--- src/rtl/sdiv_pkg.sv ---
// Shared state encoding and default widths for the serial restoring divider.
package sdiv_pkg;

    localparam int unsigned SDIV_DW = 16;
    localparam int unsigned SDIV_VW = 8;

    typedef enum logic [1:0] {
        SDIV_IDLE = 2'd0,
        SDIV_CALC = 2'd1,
        SDIV_DONE = 2'd2
    } sdiv_state_e;

endpackage

--- src/rtl/sdiv_step.sv ---
// One restoring division step: shift in the next dividend bit, compare, conditionally subtract.
module sdiv_step #(
    parameter int unsigned VW = 8
) (
    input  logic [VW:0]   p,
    input  logic          qmsb,
    input  logic [VW-1:0] divisor,
    output logic [VW:0]   p_next,
    output logic          qbit
);

    logic [VW:0] p_sh;
    logic [VW:0] dvs_ext;

    always_comb begin
        p_sh    = {p[VW-1:0], qmsb};
        dvs_ext = {1'b0, divisor};
        qbit    = (p_sh >= dvs_ext);
        p_next  = qbit ? (p_sh - dvs_ext) : p_sh;
    end

endmodule

--- src/rtl/serial_divider.sv ---
// Sequential restoring divider, one quotient bit per clock, MSB first.
// Define SDIV_SIGNED_EN for two's-complement operands (truncating toward zero).
module serial_divider
    import sdiv_pkg::*;
#(
    parameter int unsigned DW = SDIV_DW,
    parameter int unsigned VW = SDIV_VW
) (
    input  logic          clk,
    input  logic          rst,
    input  logic          start,
    input  logic [DW-1:0] dividend,
    input  logic [VW-1:0] divisor,
    output logic          busy,
    output logic          done,
    output logic          div0,
    output logic [DW-1:0] quot,
    output logic [VW-1:0] rem
);

    localparam int unsigned CW = (DW > 1) ? $clog2(DW) : 1;

    sdiv_state_e   state;
    sdiv_state_e   state_n;
    logic [VW:0]   p;
    logic [DW-1:0] q;
    logic [VW-1:0] dvs;
    logic [CW-1:0] cnt;

    logic          accept;
    logic          last_step;
    logic [VW:0]   p_next;
    logic          qbit;
    logic [DW-1:0] quot_raw;
    logic [VW-1:0] rem_raw;
    logic [DW-1:0] quot_fix;
    logic [VW-1:0] rem_fix;
    logic [DW-1:0] dividend_mag;
    logic [VW-1:0] divisor_mag;

    sdiv_step #(.VW(VW)) u_step (
        .p       (p),
        .qmsb    (q[DW-1]),
        .divisor (dvs),
        .p_next  (p_next),
        .qbit    (qbit)
    );

    assign accept    = start && (state != SDIV_CALC);
    assign last_step = (cnt == CW'(DW - 1));
    assign quot_raw  = {q[DW-2:0], qbit};
    assign rem_raw   = p_next[VW-1:0];

`ifdef SDIV_SIGNED_EN
    logic          neg_q;
    logic          neg_r;
    logic [VW-1:0] dvd_lo;

    // Magnitudes of the minimum values still fit the unsigned widths.
    assign dividend_mag = dividend[DW-1] ? DW'(~dividend + DW'(1)) : dividend;
    assign divisor_mag  = divisor[VW-1]  ? VW'(~divisor + VW'(1))  : divisor;

    always_comb begin
        quot_fix = quot_raw;
        rem_fix  = rem_raw;
        if (dvs == '0) begin
            quot_fix = '1;
            rem_fix  = dvd_lo;
        end else begin
            if (neg_q) quot_fix = DW'(~quot_raw + DW'(1));
            if (neg_r) rem_fix  = VW'(~rem_raw + VW'(1));
        end
    end

    always_ff @(posedge clk) begin
        if (!rst) begin
            neg_q  <= 1'b0;
            neg_r  <= 1'b0;
            dvd_lo <= '0;
        end else if (accept) begin
            neg_q  <= dividend[DW-1] ^ divisor[VW-1];
            neg_r  <= dividend[DW-1];
            dvd_lo <= dividend[VW-1:0];
        end
    end
`else
    assign dividend_mag = dividend;
    assign divisor_mag  = divisor;
    assign quot_fix     = quot_raw;
    assign rem_fix      = rem_raw;
`endif

    // Next-state logic
    always_comb begin
        state_n = state;
        case (state)
            SDIV_IDLE: if (start) state_n = SDIV_CALC;
            SDIV_CALC: if (last_step) state_n = SDIV_DONE;
            SDIV_DONE: state_n = start ? SDIV_CALC : SDIV_IDLE;
            default:   state_n = SDIV_IDLE;
        endcase
    end

    // State, datapath and registered outputs
    always_ff @(posedge clk) begin
        if (!rst) begin
            state <= SDIV_IDLE;
            busy  <= 1'b0;
            done  <= 1'b0;
            div0  <= 1'b0;
            quot  <= '0;
            rem   <= '0;
            p     <= '0;
            q     <= '0;
            dvs   <= '0;
            cnt   <= '0;
        end else begin
            state <= state_n;
            busy  <= (state_n == SDIV_CALC);
            done  <= (state_n == SDIV_DONE);
            if (accept) begin
                p    <= '0;
                q    <= dividend_mag;
                dvs  <= divisor_mag;
                cnt  <= '0;
                div0 <= 1'b0;
            end else if (state == SDIV_CALC) begin
                p   <= p_next;
                q   <= quot_raw;
                cnt <= cnt + CW'(1);
                if (last_step) begin
                    quot <= quot_fix;
                    rem  <= rem_fix;
                    div0 <= (dvs == '0);
                end
            end
        end
    end

endmodule

--- config.mk ---
export PLATFORM = sky130hd
export DESIGN_NAME = serial_divider
export DESIGN_NICKNAME = d
export VERILOG_FILES = /design/src/rtl/sdiv_pkg.sv /design/src/rtl/sdiv_step.sv /design/src/rtl/serial_divider.sv
export SDC_FILE = /design/constraint.sdc
export NUM_CORES = 1
export LEC_CHECK = 0
export BUFFER_PORTS_ARGS = -buffer_cell sky130_fd_sc_hd__buf_2
export CORE_UTILIZATION = 25
export CTS_CLUSTER_DIAMETER = 100
export DETAILED_ROUTE_END_ITERATION = 7
export PLACE_DENSITY_LB_ADDON = 0.1
export SETUP_SLACK_MARGIN = 0.15
export SLEW_MARGIN = 20
export SYNTH_ARGS = -nofsm -noshare
export SYNTH_HDL_FRONTEND = slang
export SYNTH_SLANG_ARGS = --single-unit
--- constraint.sdc ---
create_clock -name clk -period 2.45 [get_ports clk]
set_input_delay 0.49 -clock clk [delete_from_list [all_inputs] [get_ports clk]]
set_output_delay 0.49 -clock clk [all_outputs]
set_load 0.05 [all_outputs]
# After elaboration in Yosys (flattened, before gate mapping)
# Index checks and enable logic that the tools add are counted.
dict set report word_totals {
  out_inout_bits 27
  ff_bits 65
  input_bits 27
}
dict set report classes {
  bitwise_logic 2
  n_addsub 2
  mux 7
  reduce_logical 7
  n_eq_ne 6
  n_lt_le_gt_ge 1
}
# cell n
set ops {}
lappend ops {{16-bit 2-to-1 mux} 2}
lappend ops {{9-bit by 8-bit >= comparator with 1-bit output} 1}
lappend ops {{8-bit zero test} 1}
lappend ops {{8-bit 2-to-1 mux} 1}
lappend ops {{8-bit subtractor} 1}
lappend ops {{2-bit case mux with 3 select lines} 1}
lappend ops {{4-bit by 1-bit adder with 4-bit output (second input constant)} 1}
lappend ops {{2-bit by 1-bit == test with 1-bit output (second input constant)} 2}
lappend ops {{2-bit == test (second input constant)} 2}
lappend ops {{4-bit == test (second input constant)} 1}
lappend ops {{2-bit 2-to-1 mux} 2}
lappend ops {{3-bit AND reduction} 1}
lappend ops {{2-bit zero test} 1}
lappend ops {{2-bit by 1-bit inequality test with 1-bit output (second input constant)} 1}
lappend ops {{1-bit inverter} 2}
lappend ops {{2-bit AND reduction} 1}
lappend ops {{2-bit nonzero test} 1}
lappend ops {{2-bit OR reduction} 1}
lappend ops {{1-bit logical AND} 1}
lappend ops {{1-bit 2-to-1 mux} 1}

# Logic depth before layout (Yosys ltp)
dict set report depth {
  word_depth 4
  ltp_mapped 10
  mapped_depth_nobuf 9
}

# Cells and area by module
# A second synthesis with hierarchy kept.
dict set report unflattened {
  hier_cells 372
  area_unflattened_um2 3134.3
}
# mod instances area_per_inst_um2 cells_each seq_area_each_um2
set modules_own_cells {}
lappend modules_own_cells {serial_divider 1 2587.5 296 1321.3}
lappend modules_own_cells {sdiv_step 1 546.8 76 0.0}

# Least setup slack after synthesis
# Ideal clock, no wire load.
dict set report synth_timing {
  kind {reg-to-reg}
  start {reg dvs[4]}
  end {reg p[7]}
  slack_ns 0.433
  setup_ns 0.079
  t_arrival_ns 1.938
  path_stages_with_launch 11
  path_cell_list {dfxtp_1 > inv_1 > ha_1 > a21o_1 > a31o_1 > o221ai_2 > and2_1 > buf_6 > buf_8 > a21oi_2 > a211oi_2}
}
dict set report synth_via {
  elab_chain_cells 2
  elab_cells_between_ends 3
  classes_between {1 x add/sub; 1 x order compare; 1 x mux}
}
# item line_no
set synth_lines {}
lappend synth_lines {{from (decl)} serial_divider.sv:27} ;# logic [VW-1:0] dvs;
lappend synth_lines {{from (signal assigned)} serial_divider.sv:124} ;# dvs <= divisor_mag;
lappend synth_lines {{8-bit subtractor / 9-bit by 8-bit >= comparator with 1-bit output (equally long branches)} {sdiv_step.sv:19, sdiv_step.sv:18}}
lappend synth_lines {{8-bit 2-to-1 mux *} sdiv_step.sv:19} ;# p_next = qbit ? (p_sh - dvs_ext) : p_sh;
lappend synth_lines {{to (signal assigned)} serial_divider.sv:128} ;# p <= p_next;
lappend synth_lines {{to (decl)} serial_divider.sv:25} ;# logic [VW:0] p;
# Mark *: on every way between the ends. The rest lies on a longest branch, timed or not.
# A chain may end at the register's enable or synchronous reset.

# Final worst setup path
dict set report layout_timing {
  start {reg dvs[6]}
  end {reg p[0]}
}
dict set report layout_via {
  elab_chain_cells 2
}
# item line_no
set layout_lines {}
lappend layout_lines {{9-bit by 8-bit >= comparator with 1-bit output} sdiv_step.sv:18} ;# qbit = (p_sh >= dvs_ext);
lappend layout_lines {{8-bit 2-to-1 mux} sdiv_step.sv:19}
# Every way passes these cells.

==> flow_summary_export.csv <==
group,metric,value,unit
status,run_status,"finished, final reports clean",
logic_synthesis,synthesized_area_divided_by_synthesized_cell_count,8.58,sq um
place,numPortBuffers,53,
logic_synthesis,synth.ff_latch_count,65,
logic_synthesis,synth_edf_count,0,
hold_path,worst_hold_path_type,"input port to flop",
timing,tns,0,ns
layout,flow.area_growth_from_synthesis,27.4,%
layout,final_layout_size_suffix_gt1_frac,0.229,
logic_synthesis,yosysTopAreaCell,"sky130_fd_sc_hd__dfxtp_1",
worst_setup_path,timing.reg2reg.worst_path_depth,9,
grt,grt_pass1_wl,12.7,mm
logic_synthesis,synth.distinct_cells,39,
worst_setup_path,crit_required,2.68,ns
die,initial_utilization,0.257,
worst_setup_path,category_of_the_worst_setup_path_capture_point,"flop",
layout,finish.net_count,429,
logic_synthesis,synth_seq_area_share,0.444,
place,global_placer_s_final_weighted_congestion,0.746,
timing,report.final.slew_viol_count,0,
layout,num_antenna_cells,0,
worst_setup_path,critPathMaxStageDelay,0.40,ns
clocking,cts.clk_slew.worst_paths,0.05,ns
logic_synthesis,synth_top_area_share,0.444,
timing,final_period_minus_worst_setup_slack,2.21,ns
worst_setup_path,cell_with_the_largest_stage_delay_on_the_worst_path,"sky130_fd_sc_hd__or4_1",
power,p_switching,0.797,mW
die,num_rows,39,
timing,timing.slew.headroom,0.627,
hold_path,hold_depth,3,
die,die_area,0.0122,sq mm
detailed_routing,detail_route.iter0.violations,132,
logic_synthesis,dominantRegCellSynth,"sky130_fd_sc_hd__dfxtp_1",
logic_synthesis,multiplexer_area_fraction_after_synthesis,0.0580,
grt,globalRoute.totalOverflow,0,
logic_synthesis,async_flop_share,0,
logic_synthesis,synth_top_cells_by_count,"65 x sky130_fd_sc_hd__dfxtp_1, 51 x sky130_fd_sc_hd__nand2_1, 35 x sky130_fd_sc_hd__a21oi_1",
timing,report.final.setup_viol,0,
worst_setup_path,crit_type,"flop to flop",
clocking,buffer_levels_on_the_longest_clock_path,2,
die,pin_count,54,
logic_synthesis,fraction_of_synthesized_cell_area_in_xor_and_xnor_cells,0.0209,
timing,final.period_utilization,0.903,
logic_synthesis,syn_nets,379,
detailed_routing,postRouteWirelength,7.99,mm
worst_setup_path,kind_of_start_point_of_the_critical_path,"flop",
grt,first_global_vias,2493,
logic_synthesis,ys.warnings.count,0,
die,core_area,0.0114,sq mm
worst_setup_path,worstPathArrival,2.44,ns
detailed_routing,vias,2524,
logic_synthesis,post_synth_fa_ha_maj_area_fraction,0.0452,
layout,final_core_utilization,0.327,
clocking,tritoncts,"built",
detailed_routing,route.antenna.remaining_nets,0,
clocking,clock-sinks,65,
worst_setup_path,timing.critical_path.cells,"inv_1 -> ha_1 -> nand2_1 -> nor3b_2 -> o221ai_4 -> and2_4 -> buf_4 -> or4_1 -> o311ai_1",
timing,tightest_slew,0.558,ns
timing,fin_worst_skew,0.00466,ns
grt,grt_use_total,0.141,
logic_synthesis,synth.most_common_cell,"sky130_fd_sc_hd__dfxtp_1",
logic_synthesis,syn_area,0.00293,sq mm
clocking,h-tree-depth,3,
clocking,clock_insertion_delay_worst_skew,0.33,ns
worst_setup_path,maximum_net_fanout_on_the_critical_path,12,
die,die_x,110,microns
power,total_leakage_power,1.53,nW
detailed_routing,drcViolationCount,0,
die,chipHeight,110,microns
detailed_routing,drtPass1Iterations,4,
detailed_routing,route.detailed.wl_per_inst,14.8,microns
power,power_density,819,mW/mm^2
logic_synthesis,synth_area_in_compound_gates,0.198,
grt,grt_antenna_before_repair,0,
detailed_routing,routed_via_density,4.67,
power,switching_share,0.260,
power,p_clk_frac,0.460,
logic_synthesis,synth_top_family_by_area,"compound AO/OA/AOI/OAI gates",
place,detailedPlacementHpwl,5.45,mm
power,p_int,2.26,mW
clocking,tritoncts.num_buffers,9,
power,flop_pwr_share,0.374,
power,worst_ir_drop_vdd,250,uV
grt,pin_count_of_the_biggest_net_entering_global_routing,46,
logic_synthesis,post_synth_inst_count,342,
logic_synthesis,yosys.area_share.simple,0.183,
timing,max_clock_freq,452,MHz
logic_synthesis,ys_top_cells_by_area,"sky130_fd_sc_hd__dfxtp_1 44%, sky130_fd_sc_hd__a211oi_1 6.7%, sky130_fd_sc_hd__nand2_1 6.5%",
power,share_comb_of_total_power,0.166,
clocking,cts-root-buf,"sky130_fd_sc_hd__clkbuf_16",
timing,setup_repair_after_global_routing_missed_its_margin,"no",
timing,finalHoldViolCount,0,
run,number_of_maximum_capacitance_violations,0,
[power groups by stage]
stage	Combinational, mW	Sequential [mW]	Clock, mW
after global routing	0.563	1.15	1.48
after detailed placement	0.464	1.17	0
after CTS	0.470	1.15	1.44
final	0.509	1.15	1.41
after global placement	0.465	1.17	0
after floorplan	0.363	1.16	0
[flip-flops by register name, summed over array words and instances (netlist names)]
signal and flops:
q 16, quot 16, dvs 8, p 8
rem 8, cnt 4, state 2, busy 1
div0 1, done 1
[worst paths after layout]
check	from	to	slack [ns]
setup reg to reg	dvs[6]	p[0]	0.24
setup / recovery	dvs[6]	p[0]	0.24
hold reg to reg	quot[3]	quot[3]	0.45
hold / removal	divisor[0]	dvs[0]	0.41
[critical path: cells and delay by family, from the launching register on]
kind	cells	cell delay [ns]
compound gates	2	0.24
simple gates	4	0.95
buf+inv	2	0.23
flops	1	0.36
fa+ha+maj	1	0.33
[per-layer routing]
| metal | share of wire | track usage | vias up |
|---|---|---|---|
| met5 | 0 | 0 | - |
| met4 | 0.017 | 0.0733 | 0 |
| met3 | 0.047 | 0.0341 | 12 |
| met2 | 0.46 | 0.227 | 45 |
| met1 | 0.48 | 0.175 | 1158 |
| li1 | - | - | 1309 |
[cell families after synthesis]
group | Yosys count
simple gates | 120
compound gates | 88
buf+inv | 35
mux | 17
flops | 65
fa+ha+maj | 10
xor+xnor | 7
[area by class of cell]
type                       count  area (sq um)
fill                        1239          7680
clock inverter                 5          77.6
multi-input combinational    242          1520
tap                          143           179
timing repair buffer          63           365
clock buffer                  11           253
sequential                    65          1300
inverter                      11          41.3
[per-stage QoR]
step	area [sq um]	total power [mW]	worst slack, ns	hold WS, ns	cells
after global routing	3740	3.20	0.134	0.437	540
final	3740	3.06	0.239	0.414	540
after detailed placement	3350	1.63	0.156	0.446	522
after global placement	3350	1.63	0.200	0.442	522
after floorplan	2930	1.52	0.433	0.441	342
after CTS	3690	3.06	0.182	0.400	538
[timing repair]
action / 4_1_cts / 5_1_grt
pin swaps: 0 / 2
hold buffers: 0 / 0
buffers inserted: 0 / 2
endpoints found under the setup margin: 3 / 8
cloned: 0 / 0
gates resized for setup: 2 / 4
[placed cells by master, fill, tap and decap left out, drive strengths merged, types with 3 or more instances in the layout]
cell type | netlist | final
inv | 11 | 11
xor2 | 5 | 5
clkbuf | 21 | 11
nand4 | 6 | 6
o211ai | 3 | 3
nor2b | 3 | 3
a21oi | 37 | 37
nand3 | 13 | 13
buf | 3 | 63
nand2 | 51 | 51
o21ai | 9 | 9
dfxtp | 65 | 65
nor2 | 32 | 32
mux2i | 17 | 17
ha | 9 | 9
a211oi | 28 | 28
or3 | 3 | 3
nand2b | 4 | 4
Note: power is estimated with default switching activity, not from simulation.
